## src/rtl/conv_relu_pool_engine.sv

```systemverilog
// conv_relu_pool_engine
//   3x3 convolution engine with zero padding, bias, round-to-nearest, positive saturation and
//   ReLU. It reads an IMG_W x IMG_H image from an external ROM and writes one result per pixel
//   to layer-0 memory. When the MAXPOOL_EN macro is defined, a 2x2/stride-2 max-pool pass then
//   reads layer 0 back and writes layer-1 memory.
//
//   Build option: `define MAXPOOL_EN to build the POOL state, the read port and layer-1 writes.
//   Without it, crd/caddr_rd are tied low and cdata_rd is ignored.
//
// Ports
//   clk       clock, rising edge
//   reset     synchronous active-low reset
//   ready     host start request, sampled only while idle
//   busy      engine running (high from the cycle after start through the DONE cycle)
//   iaddr     image ROM address, row-major y*IMG_W+x
//   idata     image ROM data, one cycle after iaddr
//   cwr       result memory write strobe (1-cycle pulse)
//   caddr_wr  result memory write address
//   cdata_wr  result memory write data
//   crd       result memory read strobe (1-cycle pulse)
//   caddr_rd  result memory read address
//   cdata_rd  result memory read data, one cycle after crd
//   csel      memory select: 000 none, 001 layer 0, 011 layer 1
module conv_relu_pool_engine #(
   parameter int unsigned IMG_W  = 64,
   parameter int unsigned IMG_H  = 64,
   parameter int unsigned ADDR_W = 12,
   parameter int unsigned DATA_W = 20,
   parameter int unsigned FRAC_W = 16,
   // Default is the identity kernel: centre tap (k=4) = 1.0, all others 0.
   parameter logic [9*DATA_W-1:0] KERNEL =
      {{(5*DATA_W-FRAC_W-1){1'b0}}, 1'b1, {(4*DATA_W+FRAC_W){1'b0}}},
   parameter logic [DATA_W-1:0] BIAS = '0
) (
   input  logic              clk,
   input  logic              reset,
   input  logic              ready,
   output logic              busy,
   output logic [ADDR_W-1:0] iaddr,
   input  logic [DATA_W-1:0] idata,
   output logic              cwr,
   output logic [ADDR_W-1:0] caddr_wr,
   output logic [DATA_W-1:0] cdata_wr,
   output logic              crd,
   output logic [ADDR_W-1:0] caddr_rd,
   input  logic [DATA_W-1:0] cdata_rd,
   output logic [2:0]        csel
);

   localparam int unsigned X_W   = $clog2(IMG_W);
   localparam int unsigned Y_W   = $clog2(IMG_H);
   localparam int unsigned ACC_W = 2*DATA_W + 4;
   localparam int unsigned PAD_W = ACC_W - DATA_W - FRAC_W;

   localparam logic [2:0] CSEL_NONE = 3'b000;
   localparam logic [2:0] CSEL_L0   = 3'b001;
`ifdef MAXPOOL_EN
   localparam logic [2:0] CSEL_L1   = 3'b011;
`endif

   typedef enum logic [1:0] {
      StIdle = 2'd0,
      StConv = 2'd1,
`ifdef MAXPOOL_EN
      StPool = 2'd2,
`endif
      StDone = 2'd3
   } state_e;

   state_e                  state_q, state_d;
   logic [3:0]              cyc_q, cyc_d;
   logic [X_W-1:0]          x_q, x_d;
   logic [Y_W-1:0]          y_q, y_d;
   logic signed [ACC_W-1:0] acc_q, acc_d;
   logic                    tap_ok_q, tap_ok;

`ifdef MAXPOOL_EN
   logic [X_W-2:0]          px_q, px_d;
   logic [Y_W-2:0]          py_q, py_d;
   logic [DATA_W-1:0]       max_q, max_d;
`endif

   // ---------------------------------------------------------------------------------------
   // Tap geometry: cycle c in 0..8 addresses tap k=c, dy=k/3, dx=k%3.
   // ---------------------------------------------------------------------------------------
   logic [1:0]     dy, dx;
   logic [3:0]     row_base;
   logic [X_W-1:0] tap_x;
   logic [Y_W-1:0] tap_y;

   always_comb begin
      dy       = (cyc_q >= 4'd6) ? 2'd2 : ((cyc_q >= 4'd3) ? 2'd1 : 2'd0);
      row_base = {1'b0, dy, 1'b0} + {2'b00, dy};
      dx       = 2'(cyc_q - row_base);
      // Wraps only when the tap is out of bounds, in which case the address is unused.
      tap_x    = x_q + X_W'(dx) - X_W'(1);
      tap_y    = y_q + Y_W'(dy) - Y_W'(1);
      tap_ok   = (state_q == StConv) && (cyc_q <= 4'd8)
               && !((dx == 2'd0) && (x_q == '0))
               && !((dx == 2'd2) && (x_q == X_W'(IMG_W - 1)))
               && !((dy == 2'd0) && (y_q == '0))
               && !((dy == 2'd2) && (y_q == Y_W'(IMG_H - 1)));
   end

   // ---------------------------------------------------------------------------------------
   // Multiply: data arriving in cycle c belongs to tap c-1.
   // ---------------------------------------------------------------------------------------
   logic signed [DATA_W-1:0]   w_sel;
   logic signed [2*DATA_W-1:0] prod;
   logic [ACC_W-1:0]           prod_ext;

   always_comb begin
      w_sel = '0;
      for (int k = 0; k < 9; k++) begin
         if (cyc_q == 4'(k + 1)) begin
            w_sel = KERNEL[k*DATA_W +: DATA_W];
         end
      end
   end

   assign prod     = $signed({{DATA_W{idata[DATA_W-1]}}, idata})
                   * $signed({{DATA_W{w_sel[DATA_W-1]}}, w_sel});
   assign prod_ext = {{(ACC_W-2*DATA_W){prod[2*DATA_W-1]}}, prod};

   // ---------------------------------------------------------------------------------------
   // Output stage: bias, round half up, take [FRAC_W +: DATA_W], ReLU, positive saturation.
   // ---------------------------------------------------------------------------------------
   logic signed [ACC_W-1:0] sum;
   logic [DATA_W-1:0]       result;
   logic                    unused_sum_lo;

   always_comb begin
      sum = acc_q
          + $signed({{PAD_W{BIAS[DATA_W-1]}}, BIAS, {FRAC_W{1'b0}}})
          + $signed({{(ACC_W-FRAC_W){1'b0}}, 1'b1, {(FRAC_W-1){1'b0}}});
      if (sum[ACC_W-1]) begin
         result = '0;
      end else if (|sum[ACC_W-2:FRAC_W+DATA_W-1]) begin
         result = {1'b0, {(DATA_W-1){1'b1}}};
      end else begin
         result = sum[FRAC_W +: DATA_W];
      end
   end

   assign unused_sum_lo = ^sum[FRAC_W-1:0];

   // ---------------------------------------------------------------------------------------
   // Next state and outputs
   // ---------------------------------------------------------------------------------------
   always_comb begin
      state_d  = state_q;
      cyc_d    = cyc_q;
      x_d      = x_q;
      y_d      = y_q;
      acc_d    = acc_q;
      busy     = (state_q != StIdle);
      iaddr    = tap_ok ? {tap_y, tap_x} : '0;
      cwr      = 1'b0;
      caddr_wr = '0;
      cdata_wr = '0;
      csel     = CSEL_NONE;
`ifdef MAXPOOL_EN
      px_d     = px_q;
      py_d     = py_q;
      max_d    = max_q;
      crd      = 1'b0;
      caddr_rd = '0;
`endif

      case (state_q)
         StIdle: begin
            if (ready) begin
               state_d = StConv;
               cyc_d   = '0;
               x_d     = '0;
               y_d     = '0;
               acc_d   = '0;
            end
         end

         StConv: begin
            // tap_ok_q is the validity of the tap whose data is on idata this cycle.
            if (tap_ok_q) begin
               acc_d = acc_q + prod_ext;
            end
            if (cyc_q == 4'd10) begin
               cwr      = 1'b1;
               csel     = CSEL_L0;
               caddr_wr = {y_q, x_q};
               cdata_wr = result;
               cyc_d    = '0;
               acc_d    = '0;
               x_d      = x_q + X_W'(1);
               if (x_q == X_W'(IMG_W - 1)) begin
                  y_d = y_q + Y_W'(1);
                  if (y_q == Y_W'(IMG_H - 1)) begin
`ifdef MAXPOOL_EN
                     state_d = StPool;
                     px_d    = '0;
                     py_d    = '0;
`else
                     state_d = StDone;
`endif
                  end
               end
            end else begin
               cyc_d = cyc_q + 4'd1;
            end
         end

`ifdef MAXPOOL_EN
         StPool: begin
            // Reads in cycles 0..3 walk (x,y), (x+1,y), (x,y+1), (x+1,y+1) of the 2x2 block.
            if (cyc_q <= 4'd3) begin
               crd      = 1'b1;
               csel     = CSEL_L0;
               caddr_rd = {py_q, cyc_q[1], px_q, cyc_q[0]};
            end
            if (cyc_q == 4'd1) begin
               max_d = cdata_rd;
            end else if ((cyc_q >= 4'd2) && (cyc_q <= 4'd4) && (cdata_rd > max_q)) begin
               max_d = cdata_rd;
            end
            if (cyc_q == 4'd5) begin
               cwr      = 1'b1;
               csel     = CSEL_L1;
               caddr_wr = {2'b00, py_q, px_q};
               cdata_wr = max_q;
               cyc_d    = '0;
               px_d     = px_q + (X_W-1)'(1);
               if (px_q == (X_W-1)'(IMG_W/2 - 1)) begin
                  py_d = py_q + (Y_W-1)'(1);
                  if (py_q == (Y_W-1)'(IMG_H/2 - 1)) begin
                     state_d = StDone;
                  end
               end
            end else begin
               cyc_d = cyc_q + 4'd1;
            end
         end
`endif

         StDone: begin
            state_d = StIdle;
         end

         default: begin
            state_d = StIdle;
         end
      endcase
   end

`ifndef MAXPOOL_EN
   logic unused_rd;

   assign crd       = 1'b0;
   assign caddr_rd  = '0;
   assign unused_rd = ^cdata_rd;
`endif

   // ---------------------------------------------------------------------------------------
   // State registers
   // ---------------------------------------------------------------------------------------
   always_ff @(posedge clk) begin
      if (!reset) begin
         state_q  <= StIdle;
         cyc_q    <= '0;
         x_q      <= '0;
         y_q      <= '0;
         acc_q    <= '0;
         tap_ok_q <= 1'b0;
`ifdef MAXPOOL_EN
         px_q     <= '0;
         py_q     <= '0;
         max_q    <= '0;
`endif
      end else begin
         state_q  <= state_d;
         cyc_q    <= cyc_d;
         x_q      <= x_d;
         y_q      <= y_d;
         acc_q    <= acc_d;
         tap_ok_q <= tap_ok;
`ifdef MAXPOOL_EN
         px_q     <= px_d;
         py_q     <= py_d;
         max_q    <= max_d;
`endif
      end
   end

endmodule

```

## config.mk

```make
export PLATFORM = sky130hd
export DESIGN_NAME = conv_relu_pool_engine
export DESIGN_NICKNAME = d
export VERILOG_FILES = /design/src/rtl/conv_relu_pool_engine.sv
export SDC_FILE = /design/constraint.sdc
export NUM_CORES = 1
export LEC_CHECK = 0
export ABC_AREA = 1
export CAP_MARGIN = 20
export CORE_ASPECT_RATIO = 0.8
export CORE_MARGIN = 4
export CORE_UTILIZATION = 30
export DETAILED_ROUTE_END_ITERATION = 7
export PLACE_DENSITY = 0.64
export SYNTH_ARGS = -nofsm -noshare
export SYNTH_HDL_FRONTEND = slang
export SYNTH_SLANG_ARGS = --single-unit
export TNS_END_PERCENT = 30
```

## constraint.sdc

```tcl
create_clock -name clk -period 6.7 [get_ports clk]
set_input_delay 2.01 -clock clk [delete_from_list [all_inputs] [get_ports clk]]
set_output_delay 2.01 -clock clk [all_outputs]
set_load 0.005 [all_outputs]
```

## After elaboration in Yosys (flattened, before gate mapping)

Cells that the tools add are included.

- Flip-flop bits (word level): 63
- Input bits: 43
- Output and inout port bits: 62
- Logic and storage cells: 99

- Add/sub/neg operators: 11
- $mul: 1
- Order comparisons: 3
- Equal/unequal tests: 16
- Mux-type cells: 36
- Reductions and logical operators: 26

Operators with widths:

| cell | count |
|---|---|
| 20-bit two-way mux | 8 |
| 44-bit two-way mux | 3 |
| 44-bit one-hot mux with 2 select lines | 1 |
| 44-bit by 17-bit adder with 44-bit output, second input constant | 1 |
| 44-bit adder | 1 |
| 20-bit by 20-bit multiplier with 40-bit output | 1 |
| 12-bit two-way mux | 3 |
| 6-bit two-way mux | 4 |
| 6-bit one-hot mux with 2 select lines | 2 |
| 17-bit two-way mux | 1 |
| 6-bit by 1-bit adder with 6-bit output, second input constant | 2 |
| 6-bit by 2-bit adder with 6-bit output | 2 |
| 4-bit by 3-bit equality test with 1-bit output, second input constant | 3 |
| 4-bit equality test, second input constant | 3 |
| 6-bit equality test, second input constant | 2 |
| 6-bit zero test | 2 |
| 6-bit by 1-bit subtractor with 6-bit output, second input constant | 2 |
| 2-bit two-way mux | 5 |
| 1-bit logical AND | 9 |
| 4-bit two-way mux | 2 |
| 4-bit one-hot mux with 2 select lines | 1 |
| 4-bit AND reduction | 2 |
| 8-bit OR reduction | 1 |
| 2-bit zero test | 3 |
| other kinds (17) | 29 |

## Logic depth before layout (Yosys ltp)

- Word-level depth: 13
- Mapped depth: 20
- Gate-level depth less buffers: 20

## Least setup slack after synthesis

Ideal clock, no wire load.

- Path type: register to output
- Start point: register cyc_q[1]
- End point: output port iaddr[5]
- Arrival time: 3.211 ns
- Data required time: 4.690 ns
- Slack: 1.479 ns
- Cell stages (with the launch flop): 20
- Path buffers: 0
- Path through: dfxtp_1 > inv_1 > o21ai_0 > nor2_1 > ha_1 > inv_1 > ha_1 > nor2_1 > xor2_1 > xnor2_1 > inv_1 > ha_1 > inv_1 > ha_1 > inv_1 > fa_1 > o21ai_0 > a21oi_1 > xnor2_1 > nor2_1

- Longest elaborated chain between the ends: 13
- Elaborated cells on any way between the ends: 27
- Classes of those cells: add/sub (4); order compare (3); eq/ne (2); mux (3); reduce/logical (15)

RTL lines:

| what | line | RTL |
|---|---|---|
| start, declared | 71 | `logic [3:0] cyc_q, cyc_d;` |
| start signal, assigned | 279 | `cyc_q <= cyc_d;` |
| parallel branches: the longest is 12 deep, another holds 6-bit by 2-bit adder with 6-bit output | - |  |
| 12-bit two-way mux * | 157 | `iaddr = tap_ok ? {tap_y, tap_x} : '0;` |
| end, declared | 39 | `output logic [ADDR_W-1:0] iaddr,` |

Every way passes the cells marked *.

## Final worst setup path

Same ends and word-level chain as after synthesis.

==> out/qor.yml <==
grt.met3_usage: 0.0288
final.min_clock_period_ns: 6.32
ys.flop_type: "dfxtp_1"
synth_top_area_share: 0.197
synthXorXnorAreaFrac: 0.0238
grt_use_met1: 0.202
arrival_ns: 4.31
cts_setup_buffers: 0
cts.clk_slew.worst_paths_ns: 0.07
number_of_antenna_violations_at_the_first_check_in_global_routing: 0
htree_levels: 2
synth-simple-area-share: 0.324
vdd.ir_drop.worst_uv: 90.8
p_leak_nw: 2.84
ctsHoldBuffers: 0
layout-drive-gt1-share: 0.0582
finalNetCount: 920
netlist-cell-type-count: 42
critPathSlowestCell: "clkdlybuf4s50_1"
globalRouteMet2Util: 0.210
drt_first_pass_iters: 4
setup.worst_path.class: "register to output pin"
worstReg2RegStart: "cyc_q[1]$_SDFFE_PN0P_"
final_core_util: 0.376
post-route-drc-count: 0
hpwl_um: 9550
post-synth-top-area-cell: "dfxtp_1"
fp.dieArea_um2: 18000
tightestPinTransition_ns: 0.921
cts.repair.resized: 0
clkSinkCount: 47
postRouteAntennaNets: 0
insertion_delay_ns: 0.29
min_to: "acc_q[30]$_SDFFE_PN0P_"
rr_endpoint: "acc_q[32]$_SDFFE_PN0P_"
timing.reg2reg.worst_path_depth: 14
maximum_number_of_pins_on_one_net_before_global_route_repair: 30
cts-buffers-inserted: 5
vias_post_dr: 4726
busiest_layer: "met2"
achievable_clock_frequency_mhz: 158
rsz0062_at_grt: "no"
first_global_vias: 4366
path_depth: 20
hold_path_depth: 2
postRouteWirelength_um: 12200
fp.dieH_um: 121
grt_pass1_wl_um: 20700
crit_top_cell: "inv_1"
fin_crit_sh: 0.944
max_stage_delay_ns: 0.52
pin_count: 105
clk_path_buf_depth: 2
grt.overflow.total: 0
areaGrowthSynthToFinish_pct: 20.5
pwr_density_cell_nw_per_um2: 124
worstHoldPathType: "register to register"
rows: 40
cp-end-kind: "output pin"
yosys_register_bits: 47
synth_compound_area_frac: 0.156
post_synth_inst_count: 764
initial_utilization: 0.312
yosysSeqAreaShare: 0.197
synthTopCellsByArea: "dfxtp_1, ha_1, nand2_1"
gpl.final_weighted_congestion: 0.912
post_synth.cell_area_avg_um2: 6.25
port-buffer-count: 68
final_count_of_pins_violating_max_slew: 0
drv.max_cap_violation_count: 0
die-width_um: 149
finalSetupTns_ns: 0
top_fanout_value_on_the_critical_path: 7
outcome: "finished, final reports clean"
wl_per_cell_um: 11.8
synth.area.mux_share: 0
cts_tree: "built"
ys_warnings: 0
hold_path.startpoint: "acc_q[30]$_SDFFE_PN0P_"
drt-vias-per-instance: 4.57
worstSetupStartpointType: "register"
grt_resource_usage_total: 0.138
synth_fa_ha_area_frac: 0.144
area_of_the_core_um2: 15300
combinational_family_with_the_most_area_after_synthesis: "simple AND/OR/NAND/NOR gates"
final_hold_vio_count: 0
insertedDiodeCount: 0
most-common-layout-cells: "nand2_1, inv_1, nor2_1"
final.setup_skew_ns: 0.0103
worstPathCellList: "inv_1 > o21ai_0 > nor2_1 > ha_1 > inv_1 > ha_1 > nor2_1 > xor2_1 > xnor2_1 > inv_1 > ha_1 > inv_1 > ha_1 > inv_1 > fa_1 > o21ai_0 > a21oi_1 > xnor2_1 > nor2_1 > clkdlybuf4s50_1"
dr.first_iter.drc_count: 204
ctsRootBufferMaster: "clkbuf_16"
max_slew_margin: 0.385
layout_commonest_cell: "nand2_1"
crit_required_ns: 4.69
async_reset_ff_frac: 0
synth_area_um2: 4780
r2r_slack_ns: 3.47
critical_path.n_buffers_inverters: 6
finalSetupViolCount: 0
synth_edf_count: 0
crit_family: "adder cells"
## report_power, final
group,internal [W],total (W),switching (W),leakage [nW]
Sequential,0.000284,0.000289,0.00000460,0.380
Combinational,0.0000549,0.000130,0.0000750,2.38
Clock,0.000178,0.000296,0.000118,0.0804
## sequential cells by signal, summed over array words and instances (netlist names)
name / flops
acc_q: 28
cyc_q: 4
state_q: 2
tap_ok_q: 1
x_q: 6
y_q: 6
## synth_stat cells (4+ instances only)
cell and instances:
nand2_2 8, a211oi_1 5, nor3_1 11, nor3b_1 7
inv_2 6, nand2_1 149, clkbuf_1 7, nand4_1 12
o21ai_0 44, a21oi_1 62, dfxtp_1 47, a21boi_0 7
nor2_4 4, buf_4 22, xnor2_1 7, nor2_1 79
inv_1 133, ha_1 50, nor2_2 5, o21ai_1 5
or2_2 9, nand3_1 52, xor2_1 6
## worst register-to-register path, cell delays in order (launching register included)
cell and delay, ns:
dfxtp_1 0.50, nor2_4 0.11, nand2_1 0.56, nor2_1 0.11
ha_1 0.26, fa_1 0.45, nand3_1 0.10, nand3_1 0.14
nand3_1 0.11, nand2_1 0.11, nand3_1 0.09, nand2_1 0.13
or2_2 0.31, nand3_1 0.07, a21oi_1 0.07
## cells by family (layout without fill, tap and decap cells)
kind of cell / Yosys count / count (layout)
AO/OA/AOI/OAI: 136 / 136
XOR/XNOR: 13 / 13
adder cells (fa/ha/maj): 53 / 53
buffers and inverters: 172 / 218
flip-flops: 47 / 47
other: 1 / 16
AND/OR/NAND/NOR: 342 / 342
## cell type report
cell class / count / area, um^2
clock buffers: 5 / 125
clock inverters: 3 / 46.3
fillers: 1698 / 9560
inverters: 141 / 534
multi-input cells: 560 / 3160
flip-flops and latches: 47 / 941
well taps: 210 / 263
repair buffers: 69 / 688
## through the flow
step	power [W]	std cells	hold slack [ns]	setup WS [ns]	cell area, um^2
final	0.000714	1035	0.484	0.378	5750
after global placement	0.000424	1027	0.472	0.746	5580
after global routing	0.000759	1035	0.503	0.0366	5750
after detailed placement	0.000425	1027	0.476	0.718	5580
after floorplan	0.000389	779	0.457	1.48	4830
after CTS	0.000725	1035	0.487	0.382	5750
## per-layer routing
metal / up-vias / part of all wire
met5: - / 0
met3: 7 / 0.043
li1: 2535 / -
met4: 0 / 0.0075
met1: 2114 / 0.52
met2: 70 / 0.43
## worst max-delay path by stage
| stage | from | end | slack, ns |
|---|---|---|---|
| 2_1_floorplan | cyc_q[1]$_SDFFE_PN0P_ | iaddr[5] | 1.48 |
| 3_3_place_gp | cyc_q[1]$_SDFFE_PN0P_ | iaddr[5] | 0.75 |
| 6_report | cyc_q[1]$_SDFFE_PN0P_ | iaddr[5] | 0.38 |
| 3_5_place_dp | cyc_q[1]$_SDFFE_PN0P_ | iaddr[5] | 0.72 |
| 5_1_grt | cyc_q[1]$_SDFFE_PN0P_ | iaddr[5] | 0.04 |
| 4_1_cts | cyc_q[1]$_SDFFE_PN0P_ | iaddr[5] | 0.38 |
Note: power is estimated with default switching activity, not from simulation.
